`src/rtl/pipeif_pkg.sv`:
```
// Shared definitions for the instruction-fetch stage: next-PC select encodings.
package pipeif_pkg;

  localparam logic [1:0] PCSRC_SEQ = 2'b00;
  localparam logic [1:0] PCSRC_BR  = 2'b01;
  localparam logic [1:0] PCSRC_JR  = 2'b10;
  localparam logic [1:0] PCSRC_J   = 2'b11;

endpackage

```
`src/rtl/ifq_fifo.sv`:
```
// Synchronous DEPTH-entry FIFO with flush; head is combinational from the read pointer.
// Flush beats push; push and pop together on a full queue keep count unchanged.
module ifq_fifo #(
  parameter int DEPTH = 4,
  parameter int WIDTH = 64
) (
  input  logic                   clock,
  input  logic                   resetn,
  input  logic                   flush,
  input  logic                   push,
  input  logic                   pop,
  input  logic [WIDTH-1:0]       din,
  output logic [$clog2(DEPTH):0] count,
  output logic [WIDTH-1:0]       head
);

  localparam int AW = $clog2(DEPTH);

  logic [WIDTH-1:0] mem [DEPTH];
  logic [AW-1:0]    rd_ptr;
  logic [AW-1:0]    wr_ptr;
  logic             wr_en;
  logic             rd_en;

  // Guard against over/underflow even though the fetch control never requests it.
  assign rd_en = pop && (count != '0);
  assign wr_en = push && ((count != (AW+1)'(DEPTH)) || rd_en);
  assign head  = mem[rd_ptr];

  always_ff @(posedge clock) begin
    if (!resetn || flush) begin
      rd_ptr <= '0;
      wr_ptr <= '0;
      count  <= '0;
    end else begin
      if (wr_en) wr_ptr <= wr_ptr + 1'b1;
      if (rd_en) rd_ptr <= rd_ptr + 1'b1;
      case ({wr_en, rd_en})
        2'b10:   count <= count + 1'b1;
        2'b01:   count <= count - 1'b1;
        default: count <= count;
      endcase
    end
  end

  always_ff @(posedge clock) begin
    if (resetn && !flush && wr_en) mem[wr_ptr] <= din;
  end

endmodule

```
`src/rtl/pipeif_fq.sv`:
```
// Fetch stage: PC register, next-PC select, ROM issue and a fetch queue towards decode.
// Two-cycle issue-to-output latency; stalls issuing when queue plus in-flight fetch is full.
module pipeif_fq
  import pipeif_pkg::*;
#(
  parameter int              XLEN     = 32,
  parameter int              IADDR_W  = 6,
  parameter int              DEPTH    = 4,
  parameter logic [XLEN-1:0] RESET_PC = '0
) (
  input  logic               clock,
  input  logic               resetn,
  input  logic [1:0]         pcsource,
  input  logic [XLEN-1:0]    bpc,
  input  logic [XLEN-1:0]    da,
  input  logic [XLEN-1:0]    jpc,
  output logic [IADDR_W-1:0] imem_addr,
  input  logic [XLEN-1:0]    imem_data,
  output logic [XLEN-1:0]    pc,
  output logic               out_valid,
  input  logic               out_ready,
  output logic [XLEN-1:0]    out_ins,
  output logic [XLEN-1:0]    out_pc,
  output logic [XLEN-1:0]    out_pc4
);

  localparam int CW = $clog2(DEPTH) + 1;

  typedef struct packed {
    logic [XLEN-1:0] pc;
    logic [XLEN-1:0] ins;
  } entry_t;

  logic [CW-1:0]   count;
  logic            inflight;
  logic [XLEN-1:0] pending_pc;
  logic [XLEN-1:0] target;
  logic            deq;
  logic            redirect;
  logic            issue;
  entry_t          head;
  entry_t          enq_entry;

  assign out_valid = (count != '0);
  assign deq       = out_valid & out_ready;
  assign redirect  = (pcsource != PCSRC_SEQ);
  // A dequeue this cycle frees a slot in time for the response of this issue.
  assign issue     = !redirect && (((count + CW'(inflight)) < CW'(DEPTH)) || deq);
  assign imem_addr = pc[IADDR_W+1:2];

  always_comb begin
    target = '0;
    case (pcsource)
      PCSRC_BR: target = bpc;
      PCSRC_JR: target = da;
      PCSRC_J:  target = jpc;
      default:  target = '0;
    endcase
  end

  always_ff @(posedge clock) begin
    if (!resetn) begin
      pc         <= RESET_PC;
      inflight   <= 1'b0;
      pending_pc <= '0;
    end else if (redirect) begin
      pc       <= target & ~XLEN'(3);
      inflight <= 1'b0;
    end else if (issue) begin
      pc         <= pc + XLEN'(4);
      inflight   <= 1'b1;
      pending_pc <= pc;
    end else begin
      inflight <= 1'b0;
    end
  end

  assign enq_entry.pc  = pending_pc;
  assign enq_entry.ins = imem_data;

  ifq_fifo #(
    .DEPTH (DEPTH),
    .WIDTH (2 * XLEN)
  ) u_fifo (
    .clock  (clock),
    .resetn (resetn),
    .flush  (redirect),
    .push   (inflight & ~redirect),
    .pop    (deq),
    .din    (enq_entry),
    .count  (count),
    .head   (head)
  );

  assign out_ins = out_valid ? head.ins : '0;
  assign out_pc  = out_valid ? head.pc : '0;
  assign out_pc4 = out_valid ? (head.pc + XLEN'(4)) : '0;

endmodule

```
`config.mk`:
```
export PLATFORM = sky130hd
export DESIGN_NAME = pipeif_fq
export DESIGN_NICKNAME = d
export VERILOG_FILES = /design/src/rtl/pipeif_pkg.sv /design/src/rtl/ifq_fifo.sv /design/src/rtl/pipeif_fq.sv
export SDC_FILE = /design/constraint.sdc
export NUM_CORES = 1
export LEC_CHECK = 0
export BUFFER_PORTS_ARGS = -buffer_cell sky130_fd_sc_hd__buf_2
export CAP_MARGIN = 20
export CORE_MARGIN = 4
export CORE_UTILIZATION = 35
export DETAILED_ROUTE_END_ITERATION = 10
export PLACE_DENSITY = 0.57
export SYNTH_ARGS = -nofsm -noshare
export SYNTH_HDL_FRONTEND = slang
export SYNTH_SLANG_ARGS = --single-unit
```
`constraint.sdc`:
```
create_clock -name clock -period 4.6 [get_ports clock]
set_input_delay 0.92 -clock clock [delete_from_list [all_inputs] [get_ports clock]]
set_output_delay 0.92 -clock clock [all_outputs]
set_load 0.1 [all_outputs]
```
# Yosys cells after proc, flatten, opt, wreduce, memory -nomap -nowiden
# Memory sizes are Yosys's and may differ from the RTL's. A register that Yosys moved wholly into a read port is not among the register bits.
# Cells that the tools add are included.
# op_classes
n_bitwise,4
n_reduce_logical,16
add_sub_neg,7
eq_ne,6
order_cmp,1
mux,12
# ops
op,n
2-to-1 mux 32 bit,5
one-hot mux 32 bit (3 select lines),1
"adder 32 x 3 -> 32 bit, second input constant",2
"equality test 2 bit, second input constant",3
one-hot mux 3 bit (2 select lines),1
nonzero test 2 bit,3
logical AND 1 bit,5
"adder 2 x 1 -> 2 bit, second input constant",2
"equality test 2 x 1 -> 1 bit, second input constant",2
2-to-1 mux 2 bit,2
adder 3 x 1 -> 3 bit,1
"adder 3 x 1 -> 3 bit, second input constant",1
logical OR 1 bit,3
"< comparator 3 bit, second input constant",1
2-to-1 mux 1 bit,3
"inequality test 3 bit, second input constant",1
nonzero test 3 bit,1
"subtractor 3 x 1 -> 3 bit, second input constant",1
bitwise AND 1 bit,2
zero test 1 bit,2
NOT 1 bit,2
AND reduction 2 bit,1
OR reduction 2 bit,1
# word_totals
input_bits,133
out_inout_bits,135
mem_count,1
mem_bits_rw,256
wordCells,54
reg_bits,72
# memory_table
name,words,width,read_ports,rd_clocked_by_memory_dff,wr,line,source
u_fifo.mem,4,64,1,1,1,ifq_fifo.sv:19,logic [WIDTH-1:0] mem [DEPTH];

# Depth between registers and ports, before layout
# depth
word_depth,8
mapped_depth,10
depth_no_buf,10

# Modules after synthesis
# Synthesis repeated with hierarchy kept, for this count alone.
# hier_totals
hier_cells,1031
hier_area_um2,14382.5
# modules_own_cells
module,area_each_um2,seq_area_each_um2,cells_each,n_inst
ifq_fifo,9715.6,7867.5,392,1
pipeif_fq,4667.0,1221.2,639,1

# Worst setup path after synthesis
# OpenSTA, ideal clock, no wires.
# synth_path
kind,flip-flop to output port
startpoint,reg with a tool-made name
endpoint,out out_pc4[30]
path_slack_ps,574
n_path_buf,2
t_arrival_ps,3106
path_stages_with_launch,10
required_ps,3680
path_cell_list,dfxtp_1 > buf_6 > buf_12 > mux4_2 > ha_1 > nand2_1 > nor3_4 > nand4_1 > xor2_1 > nor2_1
# synth_lines
element,line,source
"end, declared",pipeif_fq.sv:24,output logic [XLEN-1:0] out_pc4

==> results.toml <==
[sta]
finClkSkew_ns = 0.0163
finalSetupViolations = 0
slew_violations = 0
finalSetupTns_ns = 0
period_share_pct = 91.8
hold_violations = 0
rsz0062_at_grt = "no"
timing_worst_slew_pin_value_ns = 0.722
fmax_mhz = 237
hold_ws_ns = 0.512
slew_headroom_pct = 51.7
fin_crit_ns = 4.22
timing.final.ws_setup_ns = 0.379

[detailed_routing]
drt_wl_total_um = 34800
post-route-drc-count = 0
vias = 8850
first_pass_iters = 5
viasPerCell = 4.95
routedWlPerCell_um = 19.4
ant_nets = 0
drt_iter0_drc = 538

[placement]
place_hpwl_um = 23800
place.gp.congestion = 0.906
dp_slack_ns = 0.557
io_buffers = 255

[pwr]
combPwrFrac_pct = 7.9
clockPowerShare_pct = 42.0
p_int_w = 0.00481
power_w = 0.00635
p_per_area_nw_per_um2 = 374
ir_drop_mv = 0.218
swShare_pct = 24.2
cellLeakagePower_nw = 6.09
p_sw_w = 0.00154
seqPwrFrac_pct = 50.0

[cts]
cts_tree = "done"
cts-root-buf = "clkbuf_16"
clkTransAtPathRegs_ns = 0.06
clk_latency_ns = 0.51
clock-sinks = 318
cts_buffers = 36
htreeDepth = 2
clk_path_buf_depth = 3

[critical_path]
worstSetupEndpointType = "output pin"
cp_max_fo = 14
reg2reg_from = "pc[2]"
startpoint_type = "flop"
required_ns = 3.68
path_class = "reg2out"
crit_arrival_ns = 3.30

[worst_hold_path]
hp-class = "reg2reg"
worstHoldStart = "pending_pc[7]"

[grt]
grt_max_degree = 63
grt_pass1_wl_um = 53100
overflow = 0
antenna_found_initial = 0
track_usage_pct = 15.4
grt_pass1_vias = 9054

[final_layout]
antennaDiodeCount = 0
nets = 1376
drive_above_1_share_pct = 32.9
areaGrowthSynthToFinish_pct = 21.0
fillCellCount = 3719

[logic_synthesis]
yosysWarningCount = 0
synthArstFlopShare_pct = 0
ys_types = 56
ys_ff_latch = 318
synth_compound_area_share_pct = 5.65
synth_area_um2 = 14000
avgSynthCellArea_um2 = 14.3
syn_inst = 984
synth-xor-area-share_pct = 3.12
synth_seq_area_share_pct = 63.0
synth-adder-area-share_pct = 0.677
synth_top_family_by_area = "multiplexers"
synthMuxAreaShare_pct = 13.2
ys.flop_type = "edfxtp_1"
synthSimpleGateAreaFrac_pct = 11.4
synth-edff-count = 248

[floorplan]
dieArea_um2 = 43400
core_um2 = 39700
die_w_um = 208
initial_core_util_pct = 35.4
fp.dieH_um = 208
num_rows = 73
io_pins = 268

[run_status]
status = "completed"

[run]
cap_viol_max_count = 0
==> cell families (layout without fill, tap and decap cells) <==
logic type,after synthesis,count (layout)
AND/OR/NAND/NOR,313,313
buffers and inverters,79,354
multiplexers,95,95
XOR/XNOR,50,50
flip-flops,318,318
other,1,6
AO/OA/AOI/OAI,121,121
adder cells (fa/ha/maj),7,7
==> worst max-delay path, cell delays in order, from the launching register on <==
cell and delay, ns:
dfxtp_4 0.54, buf_4 0.36, mux4_2 0.36, nand4_1 0.15, nor3_1 0.44, nand4_1 0.22, xor2_1 0.19, nor2_1 0.08
buf_2 0.45
==> registers in the layout, summed over array words and instances (netlist names), named ones only <==
signal         count
u_fifo.mem       248
inflight           1
u_fifo.count       3
pending_pc        30
pc                30
u_fifo.rd_ptr      2
u_fifo.wr_ptr      2
==> path summary, 6_finish.rpt <==
check	end	slack [ns]	depth (start not counted)
setup reg to reg	pc[8]	2.10	6
hold / removal	pending_pc[7]	0.51	2
hold reg to reg	pending_pc[7]	0.51	2
setup / recovery	out_pc4[31]	0.38	8
==> repair_timing <==
action / in CTS / in global routing
buffers inserted: 0 / 2
hold buffers: 0 / 0
gates resized for setup: 0 / 1
endpoints found under the setup margin: 0 / 12
==> stage by stage <==
stage          util, %  instance area [um2]  std cells
2_1_floorplan        -                14100        989
3_3_place_gp      39.9                15900       1721
3_5_place_dp      39.9                15900       1721
4_1_cts           42.7                17000       1787
5_1_grt           42.8                17000       1789
6_report          42.8                17000       1789
==> layer usage <==
layer / vias up / track usage (%) / part of all wire (%)
met3: 39 / 3.35 / 7.2
met4: 0 / 3.83 / 2.0
met2: 321 / 24.3 / 45
met5: - / 0 / 0
met1: 4288 / 21.8 / 46
li1: 4202 / - / -
==> cell usage after synthesis, types with 6 or more instances <==
cell | instances | area, um2
o211ai_1 | 13 | 97.6
o21ai_0 | 20 | 100
a31oi_1 | 6 | 37.5
ha_1 | 6 | 75.1
and3_1 | 10 | 62.6
edfxtp_1 | 248 | 7450
nor2_1 | 57 | 214
buf_4 | 13 | 97.6
mux2_2 | 7 | 78.8
xor2_1 | 30 | 263
dfxtp_1 | 70 | 1400
nor3_1 | 11 | 55.1
a21oi_1 | 27 | 135
mux4_2 | 60 | 1350
a21boi_0 | 36 | 270
nand2_1 | 105 | 394
inv_1 | 10 | 37.5
buf_2 | 11 | 55.1
and2_1 | 66 | 413
nand4_1 | 16 | 100
mux2i_1 | 19 | 190
mux4_1 | 9 | 236
xnor2_1 | 20 | 175
clkbuf_1 | 37 | 139
nand3_1 | 22 | 110
==> area by class of cell <==
class | instances | area (um2) | share of cell area (%)
clock buffer | 47 | 973 | 5.72
clock inverter | 19 | 135 | 0.795
inverter | 10 | 37.5 | 0.221
multi-input combinational | 592 | 4830 | 28.4
sequential | 318 | 8860 | 52.1
tap | 525 | 657 | 3.86
timing repair buffer | 278 | 1520 | 8.93
==> power groups by stage <==
stage	logic, W	registers (W)	clock network (W)
finish	0.000505	0.00318	0.00267
global route	0.000535	0.00318	0.00288
CTS	0.000507	0.00318	0.00275
detailed placement	0.000505	0.00324	0
global placement	0.000503	0.00324	0
floorplan	0.000221	0.00338	0
==> placed cells by master, fill, tap and decap left out, types with 27 or more instances in the layout <==
cell       synthesis  final
mux4_2            60     60
a21boi_0          36     36
edfxtp_1         248    248
clkbuf_16          0     37
buf_2             11    255
nand2_1          105    105
dfxtp_1           70     68
a21oi_1           27     27
nor2_1            57     56
xor2_1            30     30
and2_1            66     66
Note: power is estimated with default switching activity, not from simulation.
